[config.mk]
export PLATFORM = sky130hd
export DESIGN_NAME = control_unit
export DESIGN_NICKNAME = d
export VERILOG_FILES = /design/src/rtl/control_pkg.sv /design/src/rtl/control_decoder.sv /design/src/rtl/control_unit.sv
export SDC_FILE = /design/constraint.sdc
export NUM_CORES = 1
export LEC_CHECK = 0
export ABC_AREA = 1
export CAP_MARGIN = 20
export CORE_AREA = 2 2 39 41
export DETAILED_ROUTE_END_ITERATION = 10
export DIE_AREA = 0 0 41 43
export GPL_ROUTABILITY_DRIVEN = 0
export HOLD_SLACK_MARGIN = 0.02
export PLACE_DENSITY = 0.66
export SLEW_MARGIN = 20
export SYNTH_ARGS = -nofsm -noshare
export SYNTH_HDL_FRONTEND = slang
export SYNTH_SLANG_ARGS = --single-unit
[constraint.sdc]
create_clock -name clk -period 1.2 [get_ports clk]
set_input_delay 0.12 -clock clk [delete_from_list [all_inputs] [get_ports clk]]
set_output_delay 0.12 -clock clk [all_outputs]
set_load 0.05 [all_outputs]
[src/rtl/control_pkg.sv]
// Shared encodings for the 16-bit CPU main decoder: opcodes, R-type function
// codes, ALU operations, branch kinds and the raw decoded-control bundle.
package control_pkg;

  localparam int unsigned ALU_CONTROL_WIDTH    = 4;
  localparam int unsigned BRANCH_CONTROL_WIDTH = 2;

  typedef enum logic [3:0] {
    OP_RTYPE = 4'b0000,
    OP_JMP   = 4'b0001,
    OP_BGT   = 4'b0100,
    OP_BLT   = 4'b0101,
    OP_BEQ   = 4'b0110,
    OP_LW    = 4'b1000,
    OP_SW    = 4'b1011,
    OP_ADDI  = 4'b1100,
    OP_HLT   = 4'b1111
  } opcode_e;

  typedef enum logic [3:0] {
    FN_MUL  = 4'b0001,
    FN_DIV  = 4'b0010,
    FN_ROTL = 4'b1000,
    FN_ROTR = 4'b1001,
    FN_SHL  = 4'b1010,
    FN_SHR  = 4'b1011,
    FN_OR   = 4'b1100,
    FN_AND  = 4'b1101,
    FN_SUB  = 4'b1110,
    FN_ADD  = 4'b1111
  } func_e;

  typedef enum logic [3:0] {
    ALU_ADD  = 4'b0000,
    ALU_SUB  = 4'b0001,
    ALU_AND  = 4'b0010,
    ALU_OR   = 4'b0011,
    ALU_MUL  = 4'b0100,
    ALU_DIV  = 4'b0101,
    ALU_ROTL = 4'b0110,
    ALU_ROTR = 4'b0111,
    ALU_SHL  = 4'b1000,
    ALU_SHR  = 4'b1001
  } alu_op_e;

  typedef enum logic [1:0] {
    BR_NONE = 2'b00,
    BR_EQ   = 2'b01,
    BR_LT   = 2'b10,
    BR_GT   = 2'b11
  } branch_e;

  typedef struct packed {
    logic    jump;
    logic    hlt;
    logic    write_reg;
    logic    write_r0;
    logic    mem_wrt;
    logic    alu_a_src;
    logic    alu_b_src;
    logic    reg_wr_src;
    branch_e branch;
    alu_op_e alu_op;
    logic    illegal;
  } ctrl_t;

endpackage

[src/rtl/control_decoder.sv]
// Purely combinational instruction decode: opcode/func -> raw datapath
// controls plus an illegal-instruction flag. No exception or halt gating here.
module control_decoder
  import control_pkg::*;
(
  input  logic [3:0] opcode,
  input  logic [3:0] func_code,
  output ctrl_t      ctrl
);

  always_comb begin
    ctrl = '0;
    case (opcode)
      OP_RTYPE: begin
        ctrl.write_reg = 1'b1;
        case (func_code)
          FN_ADD:  ctrl.alu_op = ALU_ADD;
          FN_SUB:  ctrl.alu_op = ALU_SUB;
          FN_AND:  ctrl.alu_op = ALU_AND;
          FN_OR:   ctrl.alu_op = ALU_OR;
          FN_MUL: begin
            ctrl.alu_op   = ALU_MUL;
            ctrl.write_r0 = 1'b1;
          end
          FN_DIV: begin
            ctrl.alu_op   = ALU_DIV;
            ctrl.write_r0 = 1'b1;
          end
          FN_ROTL: ctrl.alu_op = ALU_ROTL;
          FN_ROTR: ctrl.alu_op = ALU_ROTR;
          FN_SHL:  ctrl.alu_op = ALU_SHL;
          FN_SHR:  ctrl.alu_op = ALU_SHR;
          default: begin
            ctrl.write_reg = 1'b0;
            ctrl.illegal   = 1'b1;
          end
        endcase
      end
      OP_LW: begin
        ctrl.write_reg  = 1'b1;
        ctrl.alu_b_src  = 1'b1;
        ctrl.reg_wr_src = 1'b1;
      end
      OP_SW: begin
        ctrl.mem_wrt   = 1'b1;
        ctrl.alu_b_src = 1'b1;
      end
      OP_ADDI: begin
        ctrl.write_reg = 1'b1;
        ctrl.alu_b_src = 1'b1;
      end
      // Branches compare op1 against R0, so the A operand comes from R0.
      OP_BGT: begin
        ctrl.alu_op    = ALU_SUB;
        ctrl.alu_a_src = 1'b1;
        ctrl.branch    = BR_GT;
      end
      OP_BLT: begin
        ctrl.alu_op    = ALU_SUB;
        ctrl.alu_a_src = 1'b1;
        ctrl.branch    = BR_LT;
      end
      OP_BEQ: begin
        ctrl.alu_op    = ALU_SUB;
        ctrl.alu_a_src = 1'b1;
        ctrl.branch    = BR_EQ;
      end
      OP_JMP:  ctrl.jump    = 1'b1;
      OP_HLT:  ctrl.hlt     = 1'b1;
      default: ctrl.illegal = 1'b1;
    endcase
  end

endmodule

[src/rtl/control_unit.sv]
// Main control unit: decode plus exception merge, sticky halt and gating of
// every state-changing control while stopped or in reset.
module control_unit
  import control_pkg::*;
#(
  parameter int unsigned ALU_CONTROL_WIDTH    = control_pkg::ALU_CONTROL_WIDTH,
  parameter int unsigned BRANCH_CONTROL_WIDTH = control_pkg::BRANCH_CONTROL_WIDTH
) (
  input  logic                            clk,
  input  logic                            rst_n,
  input  logic [3:0]                      opcode,
  input  logic [3:0]                      func_code,
  input  logic                            inst_memory_exception,
  input  logic                            alu_exception,
  input  logic                            data_memory_exception,
  output logic                            jump,
  output logic                            halt,
  output logic                            write_reg,
  output logic                            write_r0,
  output logic [BRANCH_CONTROL_WIDTH-1:0] branch,
  output logic                            mem_wrt,
  output logic [ALU_CONTROL_WIDTH-1:0]    alu_control,
  output logic                            alu_a_src,
  output logic                            alu_b_src,
  output logic                            reg_wr_src
);

  ctrl_t raw;
  logic  stop;
  logic  block;
  logic  halted_q;

  control_decoder u_decoder (
    .opcode    (opcode),
    .func_code (func_code),
    .ctrl      (raw)
  );

  assign stop = raw.illegal | raw.hlt | inst_memory_exception
              | alu_exception | data_memory_exception;

  always_ff @(posedge clk) begin
    if (!rst_n)
      halted_q <= 1'b0;
    else if (stop)
      halted_q <= 1'b1;
  end

  // Reset suppresses halt itself; block covers every reason to kill enables.
  assign block = !rst_n || halted_q || stop;

  always_comb begin
    halt        = rst_n && (halted_q || stop);
    jump        = raw.jump      && !block;
    write_reg   = raw.write_reg && !block;
    write_r0    = raw.write_r0  && !block;
    mem_wrt     = raw.mem_wrt   && !block;
    branch      = block ? '0 : BRANCH_CONTROL_WIDTH'(raw.branch);
    alu_control = ALU_CONTROL_WIDTH'(raw.alu_op);
    alu_a_src   = raw.alu_a_src;
    alu_b_src   = raw.alu_b_src;
    reg_wr_src  = raw.reg_wr_src;
  end

endmodule

==> run_results.csv <==
group,metric,value,unit
outcome,status,"finished with violations",
outcome,violations,"negative setup slack",
floorplanning,die_area,1760,sq um
cts,holdBufCountCts,0,
worst_setup_path,critical_path_required,1.08,ns
synth,synth_top_area_share,25.0,%
layout,utilization,85.7,%
synth,ys_seq_area_share,6.35,%
worst_setup_path,crit_fanout,6,
route,wl_per_cell,11.8,um
timing,clock_skew,0,ns
timing,max_slew_margin,76.8,%
synth,syn_area_per_cell,5.09,sq um
place,portBuffers,26,
power_and_ir_drop,ir_drop,236,uV
route,first_pass_iters,4,
route,route.vias.total,610,
place,postPlaceCellArea,1050,sq um
worst_setup_path,worstSetupStartpoint,"opcode[3]",
global_routing,grt_pass1_vias,643,
layout,diodes,0,
timing,period_share,117,%
synth,ys_types,16,
synth,netlist_top_cells_area,"nand2_1, inv_1, nor2_1, nor2_2, a21boi_0",
synth,syn_area,315,sq um
worst_setup_path,worstSetupEndpointType,"output port",
timing,setup_viol,11,
global_routing,grt_pass1_wl,2.70,mm
worst_setup_path,reg2reg_setup_slack,0.20,ns
timing,finalCriticalPeriod,1.40,ns
cts,worstSkewPairLatency,0,ns
synth,synthFlopType,"dfxtp_1",
floorplanning,die_w,41,um
worst_setup_path,r2r_start,"halted_q$_SDFFE_PN0P_",
route,remaining_drc_errors,0,
layout,areaGrowthSynthToFinish,276,%
layout,top_regs,"halted_q (1)",
global_routing,grt_max_degree,7,
worst_setup_path,startpoint_type,"primary input",
global_routing,overflow,0,
global_routing,track_usage,21.3,%
floorplanning,initial_core_util,22.8,%
floorplanning,io_pins,27,
route,wl,1.60,mm
timing,fmax,0.714,GHz
route,routed_via_density,4.52,
synth,synth_edf_count,0,
run,drv_cap,0,
synth,syn_inst,62,
layout,fin_area,1190,sq um
route,drtIter0Drc,8,
timing,whs,0.641,ns
synth,synth_top_area_cell,"nand2_1",
synth,ys_ff_latch,1,
synth,synth_most_common_cell,"nand2_1",
layout,drive_gt1_share,76.5,%
timing,worst_pin_slew,0.346,ns
floorplanning,core-area,1380,sq um
route,detail-route-antenna-nets,0,
timing,rsz0062_at_grt,"true",
power_and_ir_drop,leakage,0.547,nW
synth,synthTopCellsByCount,"nand2_1, inv_1, nor2_1",
timing,fin_ws,-0.200,ns
place,hpwl,1.17,mm
worst_setup_path,critPathArrivalTime,1.28,ns
place,dpl_worst_slack,-0.763,ns
global_routing,antenna_found_initial,0,
floorplanning,rows,14,
layout,nFillCells,72,
layout,nNetsFinal,134,
timing,hold_viol,0,
floorplanning,die_h,43,um
layout,largest_register_ffs,1,
synth,async_flop_share,0,%
synth,ys_warn_count,0,
worst_setup_path,crit_type,"primary input to output port",
min_path,min_from,"func_code[2]",
layout,top_register,"halted_q",
power_and_ir_drop,power_density,318,nW/um^2
min_path,hp-class,"primary input to output port",
synth,synth.net_count,75,
timing,slew_viol_final,0,
final cells by class:
cell class | instances | area, sq um | area share (%)
sequential | 1 | 20.0 | 1.69
inverter | 11 | 71.3 | 6.01
tap | 16 | 20.0 | 1.69
multi-input combinational | 50 | 432 | 36.4
timing repair buffer | 57 | 643 | 54.2
report_power, final:
part | internal, mW | leakage (nW) | total, mW | switching [mW]
Sequential | 0.0360 | 0.00844 | 0.0364 | 0.000446
Clock | 0 | 0 | 0 | 0
Combinational | 0.171 | 0.538 | 0.340 | 0.169
Total | 0.207 | 0.547 | 0.377 | 0.170
what timing repair did:
item,in CTS,in global routing
endpoints found under the setup margin,15,12
gates resized for setup,70,2
pin swaps,22,6
setup buffers,9,1
per-stage QoR:
step / TNS (ns) / power [mW] / std cells
3_3_place_gp: -8.53 / 0.322 / 125
5_1_grt: -2.37 / 0.398 / 135
2_1_floorplan: -0.911 / 0.161 / 62
4_1_cts: -1.32 / 0.369 / 134
6_report: -1.69 / 0.377 / 135
3_5_place_dp: -9.23 / 0.327 / 125
metal layers:
metal / GRT usage [%] / up-vias / wire [um]
met1: 23.9 / 272 / 551
met3: 1.57 / 2 / 95
li1: - / 314 / -
met2: 41.6 / 22 / 932
met5: 0 / - / 0
met4: 1.33 / 0 / 18
cells by family after synthesis:
kind of cell    count (synthesis)  share of synthesized area, %
simple gates                   45                          69.8
buf+inv                        11                          13.1
compound gates                  5                          10.7
flops                           1                          6.35
cells in the final DEF (no fill, tap or decap):
| master | n |
|---|---|
| buf_4 | 26 |
| buf_12 | 14 |
| nand2_1 | 10 |
| nand2_2 | 7 |
| nor2_4 | 7 |
| buf_6 | 7 |
| inv_1 | 4 |
| nand2_4 | 4 |
| nor2_1 | 4 |
| buf_2 | 4 |
| nor2_2 | 3 |
| inv_2 | 3 |
| nand3_2 | 3 |
| inv_12 | 2 |
| nor3_4 | 2 |
| inv_4 | 2 |
| a21boi_0 | 2 |
| buf_8 | 2 |
| clkdlybuf4s15_1 | 2 |
| o21ai_0 | 1 |
| nand4_1 | 1 |
| nor4_4 | 1 |
| nor3_1 | 1 |
| nand2_8 | 1 |
| a31oi_4 | 1 |
| nand3_4 | 1 |
| a21boi_4 | 1 |
| dfxtp_1 | 1 |
| dlygate4sd2_1 | 1 |
| clkdlybuf4s50_1 | 1 |
critical path, cell delays in order:
cell and delay (ns):
buf_8 0.11, buf_6 0.12, nor3_4 0.23, nand2_1 0.10, nand2_2 0.10, nand3_4 0.19
nor2_4 0.17, buf_12 0.15
path summary, 6_finish.rpt:
check | end | depth (start not counted)
hold reg to reg | halted_q$_SDFFE_PN0P_ | 5
setup / recovery | branch[1] | 8
hold / removal | alu_control[3] | 4
setup reg to reg | halted_q$_SDFFE_PN0P_ | 5
(Power assumes the default switching activity.)
